<file path="config.mk">
export PLATFORM = sky130hd
export DESIGN_NAME = add_pipe
export DESIGN_NICKNAME = d
export VERILOG_FILES = /design/src/rtl/add_pipe_pkg.sv /design/src/rtl/add_pipe_stage.sv /design/src/rtl/add_pipe.sv
export SDC_FILE = /design/constraint.sdc
export NUM_CORES = 1
export LEC_CHECK = 0
export CORE_UTILIZATION = 51
export CTS_BUF_LIST = sky130_fd_sc_hd__clkbuf_16
export DETAILED_ROUTE_END_ITERATION = 10
export MAX_ROUTING_LAYER = met4
export PLACE_DENSITY = 0.78
export SLEW_MARGIN = 30
export SYNTH_ARGS = -nofsm -noshare
export SYNTH_HDL_FRONTEND = slang
export SYNTH_HIERARCHICAL = 1
export SYNTH_SLANG_ARGS = --single-unit
export TNS_END_PERCENT = 5
</file>
<file path="constraint.sdc">
create_clock -name clk -period 3.4 [get_ports clk]
set_input_delay 0.68 -clock clk [delete_from_list [all_inputs] [get_ports clk]]
set_output_delay 0.68 -clock clk [all_outputs]
set_load 0.05 [all_outputs]
</file>
<file path="src/rtl/add_pipe_pkg.sv">
// Shared constants and data types for the pipelined adder and anything that
// produces or consumes its operands and sums.
package add_pkg;

  localparam int WIDTH_DEF = 32;
  localparam int SPLIT_DEF = 16;
  localparam int CNT_W_DEF = 16;

  typedef logic [WIDTH_DEF-1:0] operand_t;
  typedef logic [WIDTH_DEF:0]   sum_t;

endpackage

</file>
<file path="src/rtl/add_pipe_stage.sv">
// Generic valid/ready register slice: one payload register plus its valid bit.
// The slice accepts whenever it is empty or being drained in the same cycle.
module add_pipe_stage
  import add_pkg::*;
#(
  parameter int W = 8
) (
  input  logic         clk,
  input  logic         reset,
  input  logic         in_valid,
  output logic         in_ready,
  input  logic [W-1:0] in_data,
  output logic         out_valid,
  input  logic         out_ready,
  output logic [W-1:0] out_data
);

  logic         valid_reg;
  logic [W-1:0] data_reg;

  assign in_ready  = !valid_reg || out_ready;
  assign out_valid = valid_reg;
  assign out_data  = data_reg;

  // Payload loads only on an actual transfer, so idle inputs never disturb it.
  always_ff @(posedge clk or posedge reset) begin
    if (reset) begin
      valid_reg <= 1'b0;
      data_reg  <= '0;
    end else if (in_ready) begin
      valid_reg <= in_valid;
      if (in_valid) begin
        data_reg <= in_data;
      end
    end
  end

endmodule

</file>
<file path="src/rtl/add_pipe.sv">
// Two-stage pipelined unsigned adder with valid/ready on both sides; the add
// is split at bit SPLIT so each stage carries only a partial carry chain.
module add_pipe
  import add_pkg::*;
#(
  parameter int WIDTH = WIDTH_DEF,
  parameter int SPLIT = SPLIT_DEF,
  parameter int CNT_W = CNT_W_DEF
) (
  input  logic             clk,
  input  logic             reset,
  input  logic             in_valid,
  output logic             in_ready,
  input  logic [WIDTH-1:0] a,
  input  logic [WIDTH-1:0] b,
  output logic             out_valid,
  input  logic             out_ready,
  output logic [WIDTH:0]   sum,
  output logic [CNT_W-1:0] txn_count
);

  localparam int HI_W = WIDTH - SPLIT;
  localparam int S1_W = 2 * HI_W + SPLIT + 1;
  localparam int S2_W = WIDTH + 1;

  // Stage 1 payload: {a_hi, b_hi, lo} where lo carries c1 in its MSB.
  logic [SPLIT:0]  lo_sum;
  logic [S1_W-1:0] s1_in;
  logic [S1_W-1:0] s1_data;
  logic            s1_valid;
  logic            s2_adv;

  assign lo_sum = {1'b0, a[SPLIT-1:0]} + {1'b0, b[SPLIT-1:0]};
  assign s1_in  = {a[WIDTH-1:SPLIT], b[WIDTH-1:SPLIT], lo_sum};

  add_pipe_stage #(
    .W (S1_W)
  ) u_s1 (
    .clk       (clk),
    .reset     (reset),
    .in_valid  (in_valid),
    .in_ready  (in_ready),
    .in_data   (s1_in),
    .out_valid (s1_valid),
    .out_ready (s2_adv),
    .out_data  (s1_data)
  );

  logic [HI_W-1:0] s1_a_hi;
  logic [HI_W-1:0] s1_b_hi;
  logic [SPLIT:0]  s1_lo;
  logic [HI_W:0]   hi_sum;
  logic [S2_W-1:0] s2_in;

  assign s1_a_hi = s1_data[S1_W-1 -: HI_W];
  assign s1_b_hi = s1_data[SPLIT+1 +: HI_W];
  assign s1_lo   = s1_data[SPLIT:0];
  assign hi_sum  = {1'b0, s1_a_hi} + {1'b0, s1_b_hi} + {{HI_W{1'b0}}, s1_lo[SPLIT]};
  assign s2_in   = {hi_sum, s1_lo[SPLIT-1:0]};

  add_pipe_stage #(
    .W (S2_W)
  ) u_s2 (
    .clk       (clk),
    .reset     (reset),
    .in_valid  (s1_valid),
    .in_ready  (s2_adv),
    .in_data   (s2_in),
    .out_valid (out_valid),
    .out_ready (out_ready),
    .out_data  (sum)
  );

  logic [CNT_W-1:0] txn_count_reg;

  always_ff @(posedge clk or posedge reset) begin
    if (reset) begin
      txn_count_reg <= '0;
    end else if (out_valid && out_ready) begin
      txn_count_reg <= txn_count_reg + CNT_W'(1);
    end
  end

  assign txn_count = txn_count_reg;

endmodule

</file>
==> run summary, run 1 <==
================================================================================
Status ............................................................    completed
Total routing usage reported by global routing ....................       23.18%
Vias ..............................................................         3819
Total standard cell area after synthesis ..........................     5449 µm²
Core utilization of the finished layout ...........................       68.09%
Number of hold-repair buffers added at the cts stage ..............            0
Setup repair after global routing missed its margin ...............        false
Type of element launching the critical path .......................   input port
Global-route wire length before repair ............................     19.77 mm
Ratio of routed vias to standard cells ............................        5.503
Final #Nets .......................................................          656
YS warnings .......................................................            6
Final setup viols .................................................            0
Mean post-synth cell area .........................................    12.67 µm²
Number of flops mapped to enable cells by yosys ...................            0
Max transition margin .............................................       46.11%
Post-CTS sizing ...................................................            0
Tcrit/Tclk final ..................................................       88.63%
Synth Flop Type ................................................... sky130_fd_sc_hd__dfrtp_1
Buffer levels on the longest clock path ...........................            2
Most used standard cell by instance count after synthesis ......... sky130_fd_sc_hd__dfrtp_1
Highest net fanout along the worst path ...........................            4
Switching part of the total power .................................       40.48%
Largest cells by area after synthesis ............................. sky130_fd_sc_hd__dfrtp_1 46%, sky130_fd_sc_hd__mux2_4 11%, sky130_fd_sc_hd__mux2_2 9.1%
Clock-pin transition on the worst setup and hold timing paths .....        80 ps
Die Span Y ........................................................     105.4 µm
Summed negative setup slack over all endpoints ....................         0 ps
Share of async-settable or async-resettable flops after synthesis .       100.0%
Largest net degree at the start of global routing .................           50
Seq pwr share .....................................................        33.8%
HPWL after detailed placement .....................................     8.699 mm
Clock power frac ..................................................        19.1%
Worst Hold Margin .................................................     476.4 ps
Overall die width .................................................     105.4 µm
Number of top-level pins ..........................................          119
Instance count after placement with tap cells included ............          678
Reported leakage power ............................................     3.145 nW
Internal Power ....................................................     3.130 mW
Final hold violation count ........................................            0
Highest metal used ................................................         met4
Data required, critical path ......................................      2720 ps
Proportion of netlist area held by the largest area contributor ...       45.92%
Clock root cell ................................................... sky130_fd_sc_hd__clkbuf_16
Hold Crit Class ................................................... flip-flop to flip-flop
Number of global-route vias before repair .........................         4076
Net Switching .....................................................     2.129 mW
PnR Total Power ...................................................     5.259 mW
Wire length per cell after detailed routing .......................     16.79 µm
Routed wire length on met2 ........................................     6.063 mm
Buffers added on ports ............................................          118
DRC marker count from the first detailed-route iteration ..........          123
Pwr/cell area ..................................................... 748.2 nW/µm²
DRT Wirelength ....................................................     11.65 mm
Count of final max-slew check failures ............................            0
Achievable clock frequency ........................................   0.3318 GHz
DRT met1 WL .......................................................     5.048 mm
Final antenna diode count .........................................            0
Number of standard cells in the layout, taps in and fillers out ...          694
Number of antenna violations at the first check in global routing .            0
Die Footprint .....................................................    11100 µm²
Drt drc ...........................................................            0
Core ar. ..........................................................    10320 µm²
Syn Inst Count ....................................................          430
Syn_nets ..........................................................          533
Sequential cell area fraction in the yosys report .................       45.92%
Dominant cell type by area after synthesis ........................ sky130_fd_sc_hd__dfrtp_1
Inserted Clock Buffers ............................................            9
CTS H-tree lvls ...................................................            3
Post-synth top cells .............................................. 100 x sky130_fd_sc_hd__dfrtp_1, 44 x sky130_fd_sc_hd__mux2_2, 40 x sky130_fd_sc_hd__mux2_4, 32 x sky130_fd_sc_hd__ha_1, 29 x sky130_fd_sc_hd__a21oi_1
Transition time at the pin with the least slew margin .............     807.4 ps
GP Congestion .....................................................       0.8878
Number of fill cells ..............................................          791
Arr. time, crit path ..............................................      2330 ps
Synth Register Bits ...............................................          100
Max-cap violations ................................................            0
Max reg flops .....................................................           49
Count of different cell masters after synthesis ...................           51
Global route overflow .............................................            0
Number of placement rows ..........................................           37
Type of the worst setup path ...................................... input port to output port
Peak VDD IR .......................................................     475.6 µV
Final critical-path required period ...............................      3013 ps
Clock tree from TritonCTS .........................................        built
Clk_skew ..........................................................     11.50 ps
Register area .....................................................     2502 µm²
Antenna Violating Nets Remaining ..................................            0
Starting Density ..................................................       52.78%
Setup fix buffers added after clock tree synthesis ................            0
Total met3 wirelength after detailed routing ......................       449 µm
Share of cells above drive strength 1 .............................       20.07%
Initial DRT Pass Iterations .......................................            4
CTS sink count ....................................................          100
Comb pwr share ....................................................        47.1%
Critical Path Sink Type ...........................................  output port
Synthesis-to-finish area growth ...................................       29.00%
Multi-input gate area .............................................     2808 µm²
Clock latency on the worst-skew pair ..............................       340 ps
================================================================================
## placed cells by master, fill, tap and decap left out, types with 3 or more instances in the layout
| master | count |
|---|---|
| sky130_fd_sc_hd__fa_1 | 3 |
| sky130_fd_sc_hd__o21a_1 | 6 |
| sky130_fd_sc_hd__a21o_1 | 4 |
| sky130_fd_sc_hd__nand2_1 | 22 |
| sky130_fd_sc_hd__dfrtp_1 | 100 |
| sky130_fd_sc_hd__ha_1 | 32 |
| sky130_fd_sc_hd__and3_1 | 5 |
| sky130_fd_sc_hd__a211o_1 | 3 |
| sky130_fd_sc_hd__a21oi_1 | 29 |
| sky130_fd_sc_hd__nand4_1 | 6 |
| sky130_fd_sc_hd__nor2_1 | 13 |
| sky130_fd_sc_hd__inv_6 | 3 |
| sky130_fd_sc_hd__nand3_1 | 11 |
| sky130_fd_sc_hd__o21ai_0 | 11 |
| sky130_fd_sc_hd__inv_1 | 9 |
| sky130_fd_sc_hd__clkbuf_16 | 9 |
| sky130_fd_sc_hd__xor2_1 | 16 |
| sky130_fd_sc_hd__o211ai_1 | 3 |
| sky130_fd_sc_hd__mux2_4 | 40 |
| sky130_fd_sc_hd__mux2_2 | 44 |
| sky130_fd_sc_hd__xnor2_1 | 25 |
| sky130_fd_sc_hd__clkdlybuf4s50_1 | 118 |
## kinds of logic after synthesis
group	after synthesis	share of synthesized area, %
XOR/XNOR	41	6.590
multiplexers	86	20.48
AND/OR/NAND/NOR	75	7.463
buffers and inverters	19	2.549
flip-flops	100	45.92
AO/OA/AOI/OAI	74	8.542
adder cells (fa/ha/maj)	35	8.450
## cell type report
type	count	share of cell area [%]
clock buffer	9	3.204
clock inverter	7	0.9968
inverter	10	0.5340
multi-input combinational	311	39.94
sequential	100	35.60
tap	136	2.421
timing repair buffer	121	17.30
## per-stage QoR
| step | setup WS, ps | cell area, µm² |
|---|---|---|
| 3_3_place_gp | 232.5 | 6734 |
| 5_1_grt | 353.2 | 7029 |
| 3_5_place_dp | 143.5 | 6734 |
| 6_report | 386.6 | 7029 |
| 2_1_floorplan | 738.5 | 5449 |
| 4_1_cts | 392.2 | 7029 |
## routing by layer
layer  track usage [%]  up-vias
met5                 -        -
met2             40.41      102
met4             4.728        0
li1                  -     1807
met1             28.11     1900
met3             4.329       10
## final timing paths
check,slack (ps),start,cells past startpoint,to
worst max-delay path,390,out_ready,4,in_ready
worst min-delay path,480,txn_count[15]$_DFFE_PP0P_,1,txn_count[15]$_DFFE_PP0P_
worst max register to register,510,u_s1/out_data[16]$_DFFE_PP0P_,8,u_s2/out_data[32]$_DFFE_PP0P_
worst min register to register,480,txn_count[15]$_DFFE_PP0P_,1,txn_count[15]$_DFFE_PP0P_
max in group asynchronous,1840,reset,3,u_s2/out_data[10]$_DFFE_PP0P_
min in group asynchronous,770,reset,2,u_s1/out_data[1]$_DFFE_PP0P_
## critical path: stages
cell and delay [ps]:
sky130_fd_sc_hd__clkdlybuf4s50_1 540, sky130_fd_sc_hd__nand2b_4 170, sky130_fd_sc_hd__nand2b_4 140, sky130_fd_sc_hd__clkdlybuf4s50_1 800
## power groups by stage
stage	Combinational (mW)	Clock (mW)	Sequential (mW)
global placement	2.42	0	1.78
detailed placement	2.47	0	1.79
finish	2.48	1.00	1.78
floorplan	1.00	0	2.50
CTS	2.49	1.03	1.78
global route	2.62	1.08	1.82
No activity file was read; power rests on OpenSTA's default activity.
==> run 2: changes to the inputs <==
Settings changed: CORE_ASPECT_RATIO set to 2.
==> run 2 against run 1 <==
Against the previous run:
- non-clock buffer count unchanged
- first-iteration DRC count grew 77%
- global-route usage rose by 1.3 points
- highest routed layer unchanged
- setup slack improved by 89 ps
- clock-buffer cell count did not move
- cell area increased by 0.28%
- worst hold slack improved by 11 ps
- combinational power hardly changed
- sequential share of layout area shrank 0.10 points
- sequential power is essentially flat
- sequential cell count stayed put
==> run summary, run 2 (synthesis results as in run 1) <==
================================================================================
Status ............................................................    completed
DRT met1 WL .......................................................     4.414 mm
Highest metal used ................................................         met4
Clock-pin transition on the worst setup and hold timing paths .....        70 ps
Die Span Y ........................................................     148.2 µm
Max-cap violations ................................................            0
Achievable clock frequency ........................................   0.3420 GHz
Number of placement rows ..........................................           53
Global route overflow .............................................            0
GP Congestion .....................................................       0.8693
Clk_skew ..........................................................     8.328 ps
Antenna Violating Nets Remaining ..................................            0
Routed wire length on met2 ........................................     7.131 mm
Pwr/cell area ..................................................... 757.1 nW/µm²
Arr. time, crit path ..............................................      3160 ps
Global-route wire length before repair ............................     19.77 mm
Largest net degree at the start of global routing .................           35
Type of the worst setup path ...................................... input port to flip-flop
Setup repair after global routing missed its margin ...............        false
Worst Hold Margin .................................................     487.7 ps
Inserted Clock Buffers ............................................            9
Worst Reg-to-Reg Cells ............................................            8
Worst reg-to-reg setup slack ......................................       480 ps
Clock tree from TritonCTS .........................................        built
Setup fix buffers added after clock tree synthesis ................            0
Max transition margin .............................................       54.18%
Most common library cell in the layout ignoring fill and taps ..... sky130_fd_sc_hd__clkdlybuf4s50_1
Clock latency on the worst-skew pair ..............................       340 ps
Number of instances on the worst hold path ........................            1
Number of fill cells ..............................................          862
Startpoint of the worst hold path ................................. txn_count[8]$_DFFE_PP0P_
Die Footprint .....................................................    11130 µm²
Initial DRT Pass Iterations .......................................            4
Most frequent cells in the layout ................................. 117 x sky130_fd_sc_hd__clkdlybuf4s50_1, 100 x sky130_fd_sc_hd__dfrtp_1, 44 x sky130_fd_sc_hd__mux2_2, 40 x sky130_fd_sc_hd__mux2_4, 32 x sky130_fd_sc_hd__ha_1
Critical Path Sink Type ...........................................    flip-flop
Number of top-level pins ..........................................          119
Hold Crit Class ................................................... flip-flop to flip-flop
Tcrit/Tclk final ..................................................       86.01%
Wire length per cell after detailed routing .......................     17.43 µm
CTS sink count ....................................................          100
Reg-to-Reg End .................................................... u_s2/out_data[28]$_DFFE_PP0P_
Post-CTS sizing ...................................................            0
Crit-path cells ................................................... clkdlybuf4s50_1 > ha_1 > fa_1 > a21o_2 > a31o_1 > a211o_1 > a21oi_2 > o21ai_0 > mux2_2
Starting Density ..................................................       52.01%
Ratio of routed vias to standard cells ............................        5.524
Drt drc ...........................................................            0
Core utilization of the finished layout ...........................       67.28%
Summed negative setup slack over all endpoints ....................         0 ps
Multi-input gate area .............................................     2808 µm²
DRC marker count from the first detailed-route iteration ..........          218
Final #Nets .......................................................          656
Buffer levels on the longest clock path ...........................            2
Reported leakage power ............................................     3.151 nW
Hold Path Sink .................................................... txn_count[8]$_DFFE_PP0P_
Buffers added on ports ............................................          118
Number of global-route vias before repair .........................         4063
Transition time at the pin with the least slew margin .............     686.6 ps
Vias ..............................................................         3839
Final critical-path required period ...............................      2924 ps
Peak VDD IR .......................................................     414.3 µV
Critical Path Max Stage Delay .....................................       420 ps
Data required, critical path ......................................      3630 ps
Number of antenna violations at the first check in global routing .            0
CTS H-tree lvls ...................................................            3
HPWL after detailed placement .....................................     9.168 mm
Highest net fanout along the worst path ...........................            4
Count of final max-slew check failures ............................            0
DRT Wirelength ....................................................     12.12 mm
Number of hold-repair buffers added at the cts stage ..............            0
Final hold violation count ........................................            0
Core ar. ..........................................................    10480 µm²
Register area .....................................................     2502 µm²
Max reg flops .....................................................           49
Clock root cell ................................................... sky130_fd_sc_hd__clkbuf_16
Critical path's slowest cell ...................................... sky130_fd_sc_hd__fa_1
Synthesis-to-finish area growth ...................................       29.37%
Total routing usage reported by global routing ....................       24.44%
Reg-to-reg critical path startpoint ............................... u_s1/out_data[16]$_DFFE_PP0P_
Final antenna diode count .........................................            0
Type of element launching the critical path .......................   input port
Total met3 wirelength after detailed routing ......................       399 µm
Final setup viols .................................................            0
Overall die width .................................................     75.09 µm
Share of cells above drive strength 1 .............................       19.89%
================================================================================
-- run 2: how the worst max path moves through the flow --
stage | from | cells after the start | endpoint
global route | u_s1/out_data[16]$_DFFE_PP0P_ | 8 | u_s2/out_data[28]$_DFFE_PP0P_
CTS | a[0] | 9 | u_s1/out_data[16]$_DFFE_PP0P_
floorplan | a[0] | 8 | u_s1/out_data[16]$_DFFE_PP0P_
detailed placement | a[0] | 9 | u_s1/out_data[16]$_DFFE_PP0P_
finish | a[0] | 9 | u_s1/out_data[16]$_DFFE_PP0P_
global placement | a[0] | 9 | u_s1/out_data[16]$_DFFE_PP0P_
-- run 2: metal layers --
metal | up-vias | track usage [%]
li1 | 1808 | -
met1 | 1917 | 25.58
met2 | 97 | 45.18
met3 | 17 | 4.133
met4 | 0 | 6.887
met5 | - | -
-- run 2: stage by stage --
step	setup WS [ps]	total power [mW]	instances	area, µm²
2_1_floorplan	738.5	3.502	430	5449
3_3_place_gp	163.6	4.219	679	6733
3_5_place_dp	89.82	4.280	679	6733
4_1_cts	456.5	5.369	695	7049
5_1_grt	260.4	5.590	695	7049
6_report	475.7	5.337	695	7049
-- run 2: area by class of cell --
class                      count  share of cell area, %
tap                          137                  2.432
multi-input combinational    311                  39.83
clock buffer                   9                  3.195
inverter                      10                 0.5325
timing repair buffer         121                  17.22
sequential                   100                  35.50
clock inverter                 7                  1.296
-- run 2: report_power, final --
part / total, mW / switching, mW / internal [mW] / leakage [nW]
logic: 2.50 / 1.41 / 1.09 / 1.81
registers: 1.77 / 0.245 / 1.53 / 1.19
clock network: 1.07 / 0.429 / 0.640 / 0.147
total: 5.34 / 2.08 / 3.25 / 3.15
-- run 2: worst max-delay path, delay by kind of cell --
| family | cells | cell delay [ps] |
|---|---|---|
| AO/OA/AOI/OAI | 5 | 1150 |
| adder cells (fa/ha/maj) | 2 | 670 |
| multiplexers | 1 | 260 |
| buffers and inverters | 1 | 410 |
